**src/rtl/xor_lfi_pkg.sv**
```systemverilog
// Shared definitions for the laser fault-injection XOR target and its monitor:
// FSM state encoding and the default sizing constants.
package xor_lfi_pkg;

    localparam int DEF_WIDTH         = 6;
    localparam int DEF_SETTLE_CYCLES = 4;
    localparam int DEF_CNT_W         = 16;

    typedef enum logic [1:0] {
        ST_IDLE   = 2'd0,
        ST_DRIVE  = 2'd1,
        ST_SETTLE = 2'd2,
        ST_SAMPLE = 2'd3
    } mon_state_t;

endpackage

```
**src/rtl/xor_fault_monitor_sync_2ff.sv**
```systemverilog
// Two-flop synchronizer for a single asynchronous bit, reset to 0.
module sync_2ff (
    input  logic clk,
    input  logic rst,
    input  logic d,
    output logic q
);

    logic meta;

    // Capture the asynchronous input, then re-register to resolve metastability.
    always_ff @(posedge clk or posedge rst) begin
        if (rst) begin
            meta <= 1'b0;
            q    <= 1'b0;
        end else begin
            meta <= d;
            q    <= meta;
        end
    end

endmodule

```
**src/rtl/xor_fault_monitor.sv**
```systemverilog
// Steps a pattern into the XOR target, waits for it to settle, compares the
// synchronized q against the expected parity and reports mismatches to the host.
module xor_fault_monitor
    import xor_lfi_pkg::*;
#(
    parameter int WIDTH         = DEF_WIDTH,
    parameter int SETTLE_CYCLES = DEF_SETTLE_CYCLES,
    parameter int CNT_W         = DEF_CNT_W
) (
    input  logic             clk,
    input  logic             rst,
    input  logic             start,
    input  logic             stop,
    input  logic             clear,
    output logic [WIDTH-1:0] a_out,
    input  logic             q_in,
    output logic             busy,
    output logic             fault_valid,
    output logic [WIDTH-1:0] fault_pattern,
    output logic             fault_q,
    input  logic             fault_ack,
    output logic [CNT_W-1:0] fault_count,
    output logic             overflow
);

    // SETTLE lasts SETTLE_CYCLES-1 cycles: counter counts from SETTLE_CYCLES-2 down to 0.
    localparam int SC_W = $clog2(SETTLE_CYCLES + 1);
    localparam logic [SC_W-1:0] SETTLE_LOAD = SC_W'(SETTLE_CYCLES - 2);

    mon_state_t      state, state_nxt;
    logic [SC_W-1:0] settle_cnt;
    logic            first_drive;
    logic            q_sync;
    logic            fault;

    sync_2ff u_q_sync (
        .clk (clk),
        .rst (rst),
        .d   (q_in),
        .q   (q_sync)
    );

    assign busy  = (state != ST_IDLE);
    assign fault = (state == ST_SAMPLE) && (q_sync != ^a_out);

    // State register.
    always_ff @(posedge clk or posedge rst) begin
        if (rst) state <= ST_IDLE;
        else     state <= state_nxt;
    end

    // Next-state logic; stop overrides every transition.
    always_comb begin
        state_nxt = state;
        unique case (state)
            ST_IDLE:   if (start) state_nxt = ST_DRIVE;
            ST_DRIVE:  state_nxt = ST_SETTLE;
            ST_SETTLE: if (settle_cnt == '0) state_nxt = ST_SAMPLE;
            ST_SAMPLE: state_nxt = ST_DRIVE;
            default:   state_nxt = ST_IDLE;
        endcase
        if (stop) state_nxt = ST_IDLE;
    end

    // Pattern stepping and settle timing; a fresh start always begins at pattern 0.
    always_ff @(posedge clk or posedge rst) begin
        if (rst) begin
            a_out       <= '0;
            settle_cnt  <= '0;
            first_drive <= 1'b0;
        end else begin
            if (state == ST_IDLE && start && !stop) first_drive <= 1'b1;
            if (state == ST_DRIVE) begin
                a_out       <= first_drive ? '0 : a_out + WIDTH'(1);
                settle_cnt  <= SETTLE_LOAD;
                first_drive <= 1'b0;
            end else if (state == ST_SETTLE && settle_cnt != '0) begin
                settle_cnt <= settle_cnt - SC_W'(1);
            end
        end
    end

    // Saturating fault counter; clear takes effect before a same-cycle increment.
    always_ff @(posedge clk or posedge rst) begin
        if (rst) begin
            fault_count <= '0;
        end else if (clear) begin
            fault_count <= fault ? CNT_W'(1) : '0;
        end else if (fault && fault_count != '1) begin
            fault_count <= fault_count + CNT_W'(1);
        end
    end

    // Sticky overflow: a new fault found an unacknowledged report still pending.
    always_ff @(posedge clk or posedge rst) begin
        if (rst) begin
            overflow <= 1'b0;
        end else if (fault && fault_valid && !fault_ack) begin
            overflow <= 1'b1;
        end else if (clear) begin
            overflow <= 1'b0;
        end
    end

    // Report handshake; a pending report is never overwritten unless acked the same cycle.
    always_ff @(posedge clk or posedge rst) begin
        if (rst) begin
            fault_valid   <= 1'b0;
            fault_pattern <= '0;
            fault_q       <= 1'b0;
        end else if (fault && (!fault_valid || fault_ack)) begin
            fault_valid   <= 1'b1;
            fault_pattern <= a_out;
            fault_q       <= q_sync;
        end else if (fault_ack) begin
            fault_valid <= 1'b0;
        end
    end

endmodule
```
**config.mk**
```make
export PLATFORM = sky130hd
export DESIGN_NAME = xor_fault_monitor
export DESIGN_NICKNAME = d
export VERILOG_FILES = /design/src/rtl/xor_lfi_pkg.sv /design/src/rtl/xor_fault_monitor_sync_2ff.sv /design/src/rtl/xor_fault_monitor.sv
export SDC_FILE = /design/constraint.sdc
export NUM_CORES = 1
export LEC_CHECK = 0
export ABC_AREA = 1
export CAP_MARGIN = 30
export CORE_AREA = 2 2 72 74
export CTS_CLUSTER_DIAMETER = 60
export DETAILED_ROUTE_END_ITERATION = 10
export DIE_AREA = 0 0 74 76
export HOLD_SLACK_MARGIN = 0.06
export PLACE_DENSITY = 0.75
export SYNTH_ARGS = -nofsm -noshare
export SYNTH_HDL_FRONTEND = slang
export SYNTH_SLANG_ARGS = --single-unit
```
**constraint.sdc**
```tcl
create_clock -name clk -period 1.6 [get_ports clk]
set_input_delay 0.24 -clock clk [delete_from_list [all_inputs] [get_ports clk]]
set_output_delay 0.24 -clock clk [all_outputs]
set_load 0.1 [all_outputs]
```
==> results by group <==
Synth
  • Ys flop type: dfrtp_1
  • Syn avg cell area: 7.71 um2
  • Post-synthesis sequential area ratio: 44.4%
  • Synth Register Bits: 39
  • Post-synth ARST share: between 90% and 100%
  • Post-Syn Area: roughly 2200 um2
  • Share of the synthesized area in the top cell type: between 40 and 50%
  • Count of different cell masters after synthesis: 26
  • EDFF count, synth: 0
  • Most common cell in the netlist: nand2_1
  • Ranking of synthesized cells by area: dfrtp_1 44%, nand2_1 13%, nand3_1 8.0%, inv_1 5.5%, ha_1 5.1%
  • Post-synth top cells: 79 x nand2_1, 39 x dfrtp_1, 35 x nand3_1
  • Yosys warnings: 0
  • Cells after Synth: 285
  • Leading area contributor after synthesis: dfrtp_1
  • Synthesized Nets: 301

Worst setup path
  • Critical path type: reg -> reg
  • Crit start category: register
  • Critical path capture point type: register
  • CP Data Required Time: 1.79 ns
  • Slowest stage cell, crit path: dfrtp_4
  • Critical path's top delay family: simple AND/OR/NAND/NOR gates
  • RR Endpoint: fault_count[5]
  • Maximum fanout along the worst path: 7
  • CP bufs+invs: 2
  • Crit path top cell by count: nand2_1
  • Crit path DAT: 1.97 ns
  • Slowest stage delay, CP: 0.50 ns
  • R2R Setup Slk: -0.18 ns
  • R2R depth: 12
  • Reg-to-Reg Start: a_out[3]
  • Critical Path, Cell by Cell: ha_4 > inv_2 > nand2_2 > nand2_1 > nand2_1 > nand2_1 > nand2_1 > nand2_2 > nand3_4 > buf_12 > nand3_2 > nand2_1

CTS
  • Longest Clk Path Bufs: 2
  • H-tree depth: 2
  • CTS tree: yes
  • CTS Buf Count: 5
  • Root Buffer: clkbuf_8
  • Hold_buf cts: 0
  • Clk Latency, worst-skew pair: 0.30 ns
  • Worst-path clk slew: approximately 0.08 ns
  • Clock sinks: 39

Route
  • Routed len/inst: 12.5 um
  • DRC: 0
  • Antenna-violating nets left: 0
  • Routed via count: 2081
  • Drt first pass iters: 4
  • First DRT Iteration DRCs: 112
  • Vias/cell: 4.93
  • Drt total wl: 5.29 mm

Global route
  • Largest net degree at the start of global routing: 40
  • GRT Total Usage: 20.1%
  • Vias in the first global route: approximately 2100
  • First-pass GRT wire length: 9.09 mm
  • Initial antenna violation count: 0
  • Remaining Overflow, GRT: 0

Power
  • Sequential Power Share: 25.4%
  • Psw: 2550 uW
  • Cell Pwr Density: 1570 nW/um2
  • Int Power: 3000 uW
  • Comb pwr share: 58.8%
  • Net Sw Frac: 46.0%
  • Clk pwr share: between 10% and 20%
  • Leak: ~0.0015 uW
  • Peak supply drop: 1.49 mV

STA
  • Worst-margin pin slew: 0.371 ns
  • Slew Viols, Final: 0
  • Slew Limit Headroom: 75.1%
  • Final hold violations: 0
  • Fin crit period: 1.78 ns
  • Setup violators final: 24
  • Fmax: between 0.5 and 0.6 GHz
  • Max Clock Skew: approximately 0.008 ns
  • Setup ws final: -0.184 ns
  • RSZ-0062 raised after global routing: yes
  • Tcrit/Tclk final: 111%

Die
  • Die width: 74 um
  • Core area: 4910 um2
  • IO Pins: 39
  • Die Ht: ~76 um
  • Die ar.: 5620 um2
  • Rows: 26
  • Starting Density: 44.8%

Outcome
  • Failing checks: setup timing
  • Outcome: finished, violations left

Placement
  • Detailed Place HPWL: 3.70 mm
  • Gpl congestion: 0.864
  • IO Port Bufs: 38
  • Placed insts: around 410

Final layout
  • Area delta synth->final: 61.1%
  • Share of layout cells above drive strength 1: 37.8%
  • Nets: 367
  • Fill count: ~360
  • Post-Layout Cell Count: 422
  • Antenna diodes: 0
  • Layout Utilization: 72.1%

Min path
  • Hold Path Class: in -> async

Job
  • Max-cap violations: 0
cell usage in the layout, fill, tap and decap left out, types with 9 or more instances in the layout:
| cell | netlist | layout |
|---|---|---|
| nand2_1 | 79 | 73 |
| buf_12 | 0 | 35 |
| nor2_1 | 30 | 30 |
| inv_1 | 32 | 27 |
| buf_4 | 0 | 22 |
| nand3_2 | 1 | 19 |
| dfrtp_1 | 39 | 18 |
| nand3_1 | 35 | 17 |
| dfrtp_2 | 0 | 15 |
| nand2_2 | 4 | 10 |
| o21ai_0 | 11 | 10 |
| xor2_1 | 9 | 9 |
worst max path at each step:
stage / cells past startpoint / to / startpoint
after floorplan: 13 / fault_count[12] / a_out[1]
after global placement: 12 / fault_count[6] / a_out[0]
after detailed placement: 12 / fault_count[10] / a_out[1]
after CTS: 11 / fault_count[5] / a_out[0]
after global routing: 12 / fault_count[13] / a_out[3]
final: 12 / fault_count[5] / a_out[3]
state kept, by name, indices dropped and copies added (netlist names):
signal         flops
fault_count       16
state              2
fault_q            1
settle_cnt         3
fault_valid        1
a_out              6
overflow           1
fault_pattern      6
u_q_sync.q         1
u_q_sync.meta      1
first_drive        1
layout make-up:
class / count / area, um2 / area share, %
Sequential cell: 39 / 1020 / 28.7
Clock inverter: 2 / 35.0 / 0.989
Tap cell: 70 / 87.6 / 2.47
Clock buffer: 6 / 82.6 / 2.33
Timing Repair Buffer: 66 / 973 / 27.5
Inverter: 34 / 131 / 3.71
Multi-Input combinational cell: 205 / 1210 / 34.3
metrics by stage:
stage	hold slack (ns)	cell area, um2	TNS (ns)	total power (uW)	worst slack, ns
5_1_grt	0.336	3540	-6.80	5840	-0.296
3_5_place_dp	0.341	3250	-2.29	4460	-0.130
6_report	0.282	3540	-3.71	5550	-0.184
2_1_floorplan	0.271	2300	-5.17	3320	-0.266
4_1_cts	0.293	3380	-2.41	5370	-0.149
3_3_place_gp	0.336	3250	-1.13	4390	-0.0653
cell families (layout without fill, tap and decap cells):
family                   Yosys count  count (layout)  synth area share, %
adder cells (fa/ha/maj)            9               9                 5.12
flip-flops                        39              39                 44.4
XOR/XNOR                          10              10                 3.98
AND/OR/NAND/NOR                  160             160                 32.7
AO/OA/AOI/OAI                     26              26                 5.98
buffers and inverters             41             108                 7.85
timing repair:
action / in CTS / in global routing
buffers inserted: 1 / 3
resized for setup: 2 / 25
cloned: 0 / 1
endpoints found under the setup margin: 23 / 28
pin swaps: 0 / 21
power by group through the flow:
stage	clock, uW	combinational, uW	sequential [uW]
final	872	3260	1410
after global routing	926	3480	1440
after CTS	882	3080	1410
after detailed placement	0	3030	1430
after global placement	0	2970	1420
after floorplan	0	944	2380
metal layers:
metal  share of wire, %  track usage, %  vias up
met5                  0               0        -
met4                1.9            6.18        0
met3                4.5            4.10       12
met2                 50            33.8       63
met1                 43            25.4      971
li1                   -               -     1035
worst min-delay path, delay by kind of cell:
kind | cells | cell delay [ns]
buffers and inverters | 3 | 0.71
Note: power is estimated with default switching activity, not from simulation.
